[config.mk]
export PLATFORM = sky130hd
export DESIGN_NAME = cmd_executor
export DESIGN_NICKNAME = d
export VERILOG_FILES = /design/src/rtl/cmd_exec_pkg.sv /design/src/rtl/cmd_exec_counter.sv /design/src/rtl/cmd_executor.sv
export SDC_FILE = /design/constraint.sdc
export NUM_CORES = 1
export LEC_CHECK = 0
export CAP_MARGIN = 25
export CORE_ASPECT_RATIO = 1.75
export CORE_MARGIN = 3
export CORE_UTILIZATION = 53
export CTS_BUF_LIST = sky130_fd_sc_hd__clkbuf_8 sky130_fd_sc_hd__clkbuf_16
export CTS_CLUSTER_SIZE = 20
export DETAILED_ROUTE_END_ITERATION = 10
export HOLD_SLACK_MARGIN = 0.06
export PLACE_DENSITY = 0.84
export SKIP_CTS_REPAIR_TIMING = 1
export SLEW_MARGIN = 10
export SYNTH_ARGS = -nofsm -noshare
export SYNTH_HDL_FRONTEND = slang
export SYNTH_SLANG_ARGS = --single-unit
[constraint.sdc]
create_clock -name clk -period 4.4 [get_ports clk]
set_clock_uncertainty 0.15 [all_clocks]
set_input_delay 0.66 -clock clk [delete_from_list [all_inputs] [get_ports clk]]
set_output_delay 0.66 -clock clk [all_outputs]
set_load 0.01 [all_outputs]
[src/rtl/cmd_exec_pkg.sv]
// Shared types for the command executor: opcodes, FSM states and a small
// constant helper used to size the select port.
package cmd_exec_pkg;

    typedef enum logic [2:0] {
        OP_NOP       = 3'd0,
        OP_SIGNAL    = 3'd1,
        OP_WAIT_SIG  = 3'd2,
        OP_DELAY     = 3'd3,
        OP_FLAG_SET  = 3'd4,
        OP_FLAG_CLR  = 3'd5,
        OP_WAIT_FLAG = 3'd6,
        OP_END       = 3'd7
    } cmd_op_t;

    typedef enum logic [1:0] {
        ST_IDLE,
        ST_DELAY,
        ST_WAIT_SIG,
        ST_WAIT_FLAG
    } state_t;

    function automatic int max_int(input int a, input int b);
        return (a > b) ? a : b;
    endfunction

endpackage

[src/rtl/cmd_exec_counter.sv]
// Down-counter shared by DELAY and the wait timeout: load, decrement, zero flag.
module cmd_exec_counter #(
    parameter int W = 32
) (
    input  logic         clk,
    input  logic         rst,
    input  logic         load,
    input  logic [W-1:0] load_val,
    input  logic         dec,
    output logic         zero
);

    logic [W-1:0] cnt_q, cnt_d;

    always_comb begin
        cnt_d = cnt_q;
        if (load) begin
            cnt_d = load_val;
        end else if (dec && (cnt_q != '0)) begin
            cnt_d = cnt_q - W'(1);
        end
    end

    always_ff @(posedge clk or posedge rst) begin
        if (rst) cnt_q <= '0;
        else     cnt_q <= cnt_d;
    end

    assign zero = (cnt_q == '0);

endmodule

[src/rtl/cmd_executor.sv]
// Command executor: accepts one command per idle cycle, drives signal lines and
// flags, and sequences delays and bounded waits on sampled lines or flags.
module cmd_executor
    import cmd_exec_pkg::*;
#(
    parameter int DATA_W       = 32,
    parameter int NUM_SIGNALS  = 8,
    parameter int NUM_FLAGS    = 16,
    parameter int WAIT_TIMEOUT = 1024
) (
    input  logic                                                clk,
    input  logic                                                rst,
    input  logic                                                cmd_valid,
    output logic                                                cmd_ready,
    input  logic [2:0]                                          cmd_op,
    input  logic [$clog2(max_int(NUM_SIGNALS, NUM_FLAGS))-1:0]  cmd_sel,
    input  logic [DATA_W-1:0]                                   cmd_arg,
    input  logic [NUM_SIGNALS-1:0]                              sig_in,
    output logic [NUM_SIGNALS-1:0]                              sig_out,
    output logic [NUM_FLAGS-1:0]                                flags,
    output logic                                                vector_done,
    output logic [DATA_W-1:0]                                   vector_id,
    output logic                                                error
);

    localparam int SEL_W  = $clog2(max_int(NUM_SIGNALS, NUM_FLAGS));
    localparam int SIG_IW = $clog2(NUM_SIGNALS);
    localparam int FLG_IW = $clog2(NUM_FLAGS);
    localparam logic [SEL_W:0]    SIG_LIM  = (SEL_W+1)'(NUM_SIGNALS);
    localparam logic [SEL_W:0]    FLG_LIM  = (SEL_W+1)'(NUM_FLAGS);
    localparam logic [DATA_W-1:0] TMO_LOAD = DATA_W'(WAIT_TIMEOUT - 1);

    state_t                   state_q, state_d;
    logic [NUM_SIGNALS-1:0]   sig_out_q, sig_out_d;
    logic [NUM_FLAGS-1:0]     flags_q, flags_d;
    logic                     vector_done_q, vector_done_d;
    logic [DATA_W-1:0]        vector_id_q, vector_id_d;
    logic                     error_q, error_d;
    logic [SEL_W-1:0]         sel_q, sel_d;
    logic                     bit_q, bit_d;
    logic                     rdy_q, rdy_d;

    logic                     cnt_load, cnt_dec, cnt_zero;
    logic [DATA_W-1:0]        cnt_val;
    logic                     accept, sig_ok, flg_ok, wait_hit;
    logic [SIG_IW-1:0]        sig_idx;
    logic [FLG_IW-1:0]        flg_idx;

    cmd_exec_counter #(.W(DATA_W)) u_cnt (
        .clk      (clk),
        .rst      (rst),
        .load     (cnt_load),
        .load_val (cnt_val),
        .dec      (cnt_dec),
        .zero     (cnt_zero)
    );

    // rdy_q holds ready low through reset and for the release cycle, so ready
    // rises on the first edge after rst drops.
    assign cmd_ready = rdy_q && (state_q == ST_IDLE);
    assign accept    = cmd_valid && cmd_ready;
    assign sig_ok    = {1'b0, cmd_sel} < SIG_LIM;
    assign flg_ok    = {1'b0, cmd_sel} < FLG_LIM;
    assign sig_idx   = cmd_sel[SIG_IW-1:0];
    assign flg_idx   = cmd_sel[FLG_IW-1:0];
    assign wait_hit  = (state_q == ST_WAIT_SIG) ? (sig_in[sel_q[SIG_IW-1:0]] == bit_q)
                                                : (flags_q[sel_q[FLG_IW-1:0]] == bit_q);

    always_comb begin
        state_d       = state_q;
        sig_out_d     = sig_out_q;
        flags_d       = flags_q;
        vector_done_d = 1'b0;
        vector_id_d   = vector_id_q;
        error_d       = error_q;
        sel_d         = sel_q;
        bit_d         = bit_q;
        rdy_d         = 1'b1;
        cnt_load      = 1'b0;
        cnt_val       = '0;
        cnt_dec       = 1'b0;

        case (state_q)
            ST_IDLE: begin
                if (accept) begin
                    case (cmd_op_t'(cmd_op))
                        OP_SIGNAL: begin
                            if (sig_ok) sig_out_d[sig_idx] = cmd_arg[0];
                            else        error_d = 1'b1;
                        end
                        OP_WAIT_SIG, OP_WAIT_FLAG: begin
                            if ((cmd_op_t'(cmd_op) == OP_WAIT_SIG) ? sig_ok : flg_ok) begin
                                state_d  = (cmd_op_t'(cmd_op) == OP_WAIT_SIG) ? ST_WAIT_SIG
                                                                              : ST_WAIT_FLAG;
                                sel_d    = cmd_sel;
                                bit_d    = cmd_arg[0];
                                cnt_load = 1'b1;
                                cnt_val  = TMO_LOAD;
                            end else begin
                                error_d = 1'b1;
                            end
                        end
                        OP_DELAY: begin
                            // Load N-1 so the counter never wraps, even for all-ones N.
                            if (cmd_arg != '0) begin
                                state_d  = ST_DELAY;
                                cnt_load = 1'b1;
                                cnt_val  = cmd_arg - DATA_W'(1);
                            end
                        end
                        OP_FLAG_SET, OP_FLAG_CLR: begin
                            if (flg_ok) flags_d[flg_idx] = (cmd_op_t'(cmd_op) == OP_FLAG_SET);
                            else        error_d = 1'b1;
                        end
                        OP_END: begin
                            vector_done_d = 1'b1;
                            vector_id_d   = cmd_arg;
                        end
                        default: ;
                    endcase
                end
            end
            ST_DELAY: begin
                if (cnt_zero) state_d = ST_IDLE;
                else          cnt_dec = 1'b1;
            end
            ST_WAIT_SIG, ST_WAIT_FLAG: begin
                if (wait_hit) begin
                    state_d = ST_IDLE;
                end else if (cnt_zero) begin
                    state_d = ST_IDLE;
                    error_d = 1'b1;
                end else begin
                    cnt_dec = 1'b1;
                end
            end
            default: state_d = ST_IDLE;
        endcase
    end

    always_ff @(posedge clk or posedge rst) begin
        if (rst) begin
            state_q       <= ST_IDLE;
            sig_out_q     <= '0;
            flags_q       <= '0;
            vector_done_q <= 1'b0;
            vector_id_q   <= '0;
            error_q       <= 1'b0;
            sel_q         <= '0;
            bit_q         <= 1'b0;
            rdy_q         <= 1'b0;
        end else begin
            state_q       <= state_d;
            sig_out_q     <= sig_out_d;
            flags_q       <= flags_d;
            vector_done_q <= vector_done_d;
            vector_id_q   <= vector_id_d;
            error_q       <= error_d;
            sel_q         <= sel_d;
            bit_q         <= bit_d;
            rdy_q         <= rdy_d;
        end
    end

    assign sig_out     = sig_out_q;
    assign flags       = flags_q;
    assign vector_done = vector_done_q;
    assign vector_id   = vector_id_q;
    assign error       = error_q;

endmodule

### Word level (Yosys, flattened, before mapping)

Index checks and enable logic that the tools add are counted.

* flip-flop bits (word level): 98
* bits of input ports: 50
* output and inout port bits: 59
* logic and storage cells: 105

* add/sub/neg operators: 2
* order comparisons: 7
* equality and inequality tests: 21
* muxes and demuxes: 45
* reduce and logical (&&, ||, !) cells: 20

Operators with widths (count)
* two-way mux 32 bit: 5
* case mux 32 bit (2 select lines): 1
* nonzero test 32 bit: 2
* subtractor 32 x 1 -> 32 bit, second input constant: 2
* zero test 32 bit: 1
* two-way mux 1 bit: 21
* bitwise mux 16 bit: 1
* == test 3 bit, second input constant: 4
* inequality test 3 bit, second input constant: 4
* AND reduction 4 bit: 3
* less-than comparator 4 x 5 -> 1 bit, second input constant: 2
* two-way mux 10 bit: 1
* two-way mux 2 bit: 5
* bitwise mux 8 bit: 1
* less-than comparator 3 x 4 -> 1 bit, second input constant: 2
* case mux 1 bit (2 select lines): 4
* AND reduction 7 bit: 1
* == test 3 x 2 -> 1 bit, second input constant: 2
* inequality test 2 bit, second input constant: 3
* inequality test 3 x 1 -> 1 bit, second input constant: 2
* case mux 2 bit (3 select lines): 1
* AND reduction 3 bit: 2
* OR reduction 2 bit: 3
* logical AND 1 bit: 5
* 14 further kinds: 17

### Depth between registers and ports, before layout

* depth in word-level cells: 9
* mapped depth: 10
* gate-level depth less buffers: 9

### Hierarchy

A second synthesis with hierarchy kept.

* cell total of the unflattened synthesis: 600
* area, all modules: 6094.6 µm²

Modules (own cells, without submodules)
* cmd_executor: times used 1, cells each 374, area an instance 3921.3 µm², seq. area each 1651.6 µm²
* cmd_exec_counter: times used 1, cells each 226, area an instance 2173.3 µm², seq. area each 800.8 µm²

### Least setup slack after synthesis

No wires, ideal clock.

* path kind: input -> register
* start point: in cmd_arg[0]
* end point: reg u_cnt.cnt_q[26]
* library setup time: 65 ps
* data arrival time: 2903 ps
* data required time: 4185 ps
* setup slack: 1282 ps
* cell stages on the path: 9
* buffers on the path: 1
* path through: inv_1 > clkbuf_1 > ha_1 > nor3b_1 > nand3_1 > or3_1 > a21o_1 > o21ai_0 > o221a_2

* cells in the longest elaborated chain, start to end: 6
* elaborated cells on any way between the ends: 12
* those cells by class: 1 x add/sub; 9 x mux; 2 x reduce/logical

Ends and longest elaborated chain
* start, declared: RTL line cmd_executor.sv:17 `input logic [DATA_W-1:0] cmd_arg,`
* subtractor 32 x 1 -> 32 bit or nonzero test 32 bit (tied branches): RTL line cmd_executor.sv:108, cmd_executor.sv:105
* two-way mux 32 bit or two-way mux 1 bit (tied branches): RTL line cmd_executor.sv:105 `if (cmd_arg != '0) begin`
* case mux 32 bit (2 select lines) or case mux 1 bit (2 select lines) (tied branches): RTL line cmd_executor.sv:86 `case (cmd_op_t'(cmd_op))`
* two-way mux 32 bit or two-way mux 1 bit (tied branches): RTL line cmd_executor.sv:85 `if (accept) begin`
* two-way mux 32 bit or two-way mux 1 bit (tied branches): RTL line cmd_executor.sv:83 `case (state_q)`
* two-way mux 32 bit or nonzero test 2 bit (tied branches)
* end signal, assigned: RTL line cmd_exec_counter.sv:26 `else cnt_q <= cnt_d;`
* end, declared: RTL line cmd_exec_counter.sv:13 `logic [W-1:0] cnt_q, cnt_d;`

Parallel ways exist; a longest one is shown, timed or not.
A chain may end at the register's enable or synchronous reset.

### Worst setup path in the final report

* start point: in cmd_arg[8]
* end point: reg u_cnt.cnt_q[20]

Same word-level chain as after synthesis.

==> flow_metrics.py <==
metrics = {
    "setup_path": {
        "cp-end-kind": "register",
        "cp.arrival_ns": 3.45,
        "critPathMaxFanout": 12,
        "cp_cell_sequence": "clkdlybuf4s50_1 -> or4_1 -> nor4_2 -> buf_4 -> nand3_1 -> o21ai_0 -> a21o_1 -> nand3_1 -> o221a_2",
        "cpPeakStageDelay_ns": 0.64,
        "start_kind": "primary input",
        "path_class": "in -> reg",
        "critPathSlowestCell": "or4_1",
        "required_ns": 4.48,
        "reg2regPathDepth": 7,
        "crit_path_frequent_cell": "nand3_1",
    },
    "clock_tree": {
        "cts_tree": "yes",
        "clk_pin_slew_worst_paths_ns": 0.07,
        "clk_path_buf_depth": 2,
        "cts.sinks": 98,
        "cts_root_buffer": "clkbuf_16",
        "cts_buffers": 9,
        "clk_latency_ns": 0.35,
        "cts_max_level": 3,
    },
    "timing": {
        "hold_viol_final": 0,
        "rsz0062_at_grt": "no",
        "finalCritPeriodShare_pct": 76.5,
        "setup_viol": 0,
        "tns_ns": 0,
        "slew_viol_final": 0,
        "timing.fmax_ghz": 0.297,
        "min_period_ns": 3.36,
        "worstMarginPinSlew_ns": 0.929,
        "slew_headroom_pct": 37.5,
    },
    "placement": {
        "place_area_um2": 7100,
        "port_buffers": 108,
        "dpl.hpwl_mm": 13.6,
        "place_congestion": 0.949,
        "dp.cells": 834,
    },
    "route": {
        "drt_first_pass_iters": 5,
        "viasPerCell": 6.45,
        "vias": 5491,
        "drc": 0,
        "routed_wl_mm": 18.0,
        "wire_per_inst_um": 21.1,
        "antenna_left": 0,
        "drt-initial-drc-count": 377,
    },
    "pwr": {
        "p_sw_share_pct": 24.9,
        "peakVddDrop_mv": 0.194,
        "powerDensity_nw_per_um2": 243,
        "p_total_mw": 1.80,
        "clkPwrFrac_pct": 42.0,
        "p_leak_nw": 3.07,
        "p_sw_uw": 448,
        "intPower_mw": 1.35,
        "combPwrFrac_pct": 8.0,
        "p_seq_share_pct": 50.0,
    },
    "yosys": {
        "ys_seq_area_share_pct": 41.7,
        "yosys.area.top_type": "dfrtp_1",
        "synth_area_leaders": "dfrtp_1 42%, mux2_2 10%, nor2_1 4.5%",
        "ys.flop_type": "dfrtp_1",
        "netlist_area_um2": 5880,
        "synth_nets": 667,
        "yosys-top-cells-count": "98 x dfrtp_1, 70 x nor2_1, 55 x nand2_1",
        "synthCells": 613,
        "synth_seq_cells": 98,
        "yosysMostFrequentCell": "dfrtp_1",
        "synth_edf_count": 0,
        "yosys.area.top_type_share_pct": 41.7,
        "yosysWarnings": 0,
        "synth.avg_cell_area_um2": 9.60,
        "async_flop_share_pct": 100,
        "yosysUniqueCellTypes": 68,
    },
    "global_route": {
        "grt_use_total_pct": 29.3,
        "antenna_found_initial": 0,
        "grt_pass1_wl_mm": 28.4,
        "grt_pass1_vias": 5517,
        "grt_overflow": 0,
        "grt_max_degree": 78,
    },
    "min_path": {
        "worstHoldPathCells": 2,
        "min_path_type": "reg -> reg",
    },
    "status": {
        "status": "finished clean",
    },
    "floorplan": {
        "rows": 50,
        "die-area_um2": 12500,
        "die_h_um": 145,
        "die_w_um": 85.6,
        "core-area_um2": 10800,
        "start_util_pct": 54.7,
        "ios": 109,
    },
    "layout": {
        "finalInstanceArea_um2": 7410,
        "n_antenna_cell": 0,
        "area_delta_synth_final_pct": 25.9,
        "nets": 770,
        "drive_gt1_share_pct": 16.2,
        "final_cells": 851,
    },
    "job": {
        "cap_violations": 0,
    },
}
-- stage by stage --
| stage | utilization, % | worst slack [ns] | hold slack (ns) |
|---|---|---|---|
| after floorplan | - | 1.03 | 0.354 |
| after global placement | 66.0 | 0.804 | 0.317 |
| after detailed placement | 66.0 | 0.726 | 0.318 |
| after CTS | 68.6 | 1.09 | 0.334 |
| after global routing | 68.8 | 0.929 | 0.369 |
| final | 68.8 | 1.04 | 0.327 |
-- routing by layer --
layer,up-vias,track usage [%],wire (um)
li1,2490,-,-
met1,2666,30.1,6140
met2,242,51.6,9570
met3,93,4.76,798
met4,0,22.1,1480
met5,-,0,0
-- worst max-delay path: cells and delay by family --
family                 cells  cell delay, ns
AOI/OAI and AO/OA          3            0.94
buffers and inverters      2            0.75
and+or+nand+nor            4            1.09
-- cell families after synthesis --
| kind of cell | count (synthesis) | share of synthesized area [%] |
|---|---|---|
| and+or+nand+nor | 278 | 24.7 |
| AOI/OAI and AO/OA | 107 | 13.7 |
| DFF | 98 | 41.7 |
| muxes | 58 | 11.8 |
| buffers and inverters | 38 | 2.83 |
| xor gates and xnor gates | 29 | 4.32 |
| adders and majority gates | 4 | 0.851 |
| other | 1 | 0.0637 |
-- cells in the final DEF, fill, tap and decap left out, types with 11 or more instances in the layout --
cell type | synthesis | routed
buf_4 | 2 | 13
clkdlybuf4s50_1 | 0 | 108
dfrtp_1 | 98 | 98
mux2_2 | 53 | 53
nand2_1 | 55 | 55
nand2b_1 | 11 | 11
nand3_1 | 29 | 29
nand4_1 | 15 | 15
nor2_1 | 70 | 69
nor3_1 | 22 | 22
nor4_1 | 18 | 18
o21ai_0 | 36 | 36
o221a_2 | 14 | 14
xnor2_1 | 20 | 20
-- power by group through the flow --
stage	clock network [mW]	logic (mW)	registers [mW]
after floorplan	0	0.0529	0.918
after global placement	0	0.136	0.918
after detailed placement	0	0.139	0.918
after CTS	0.764	0.140	0.901
after global routing	0.802	0.153	0.900
final	0.756	0.144	0.901
-- final timing paths --
check	start	end	slack, ns
max	cmd_arg[8]	u_cnt.cnt_q[20]	1.04
min	sig_out[4]	sig_out[4]	0.33
max reg2reg	sel_q[1]	u_cnt.cnt_q[29]	1.17
min reg2reg	sig_out[4]	sig_out[4]	0.33
max in group asynchronous	rst	vector_id[13]	3.11
min in group asynchronous	rst	u_cnt.cnt_q[10]	0.41
-- flip-flops by register name, indices dropped and copies added (netlist names) --
signal / cells
sel_q: 4
u_cnt.cnt_q: 32
sig_out: 8
error: 1
bit_q: 1
vector_id: 32
vector_done: 1
rdy_q: 1
flags: 16
state_q: 2
-- final cells by class --
cell class              count  area (um2)
repair buffers            122        1210
flip-flops and latches     98        2450
inverters                   8        32.5
clock inverters             7        52.6
well taps                 130         163
multi-input cells         477        3280
fillers                   803        3350
clock buffers               9         225
No activity file was read; power rests on OpenSTA's default activity.
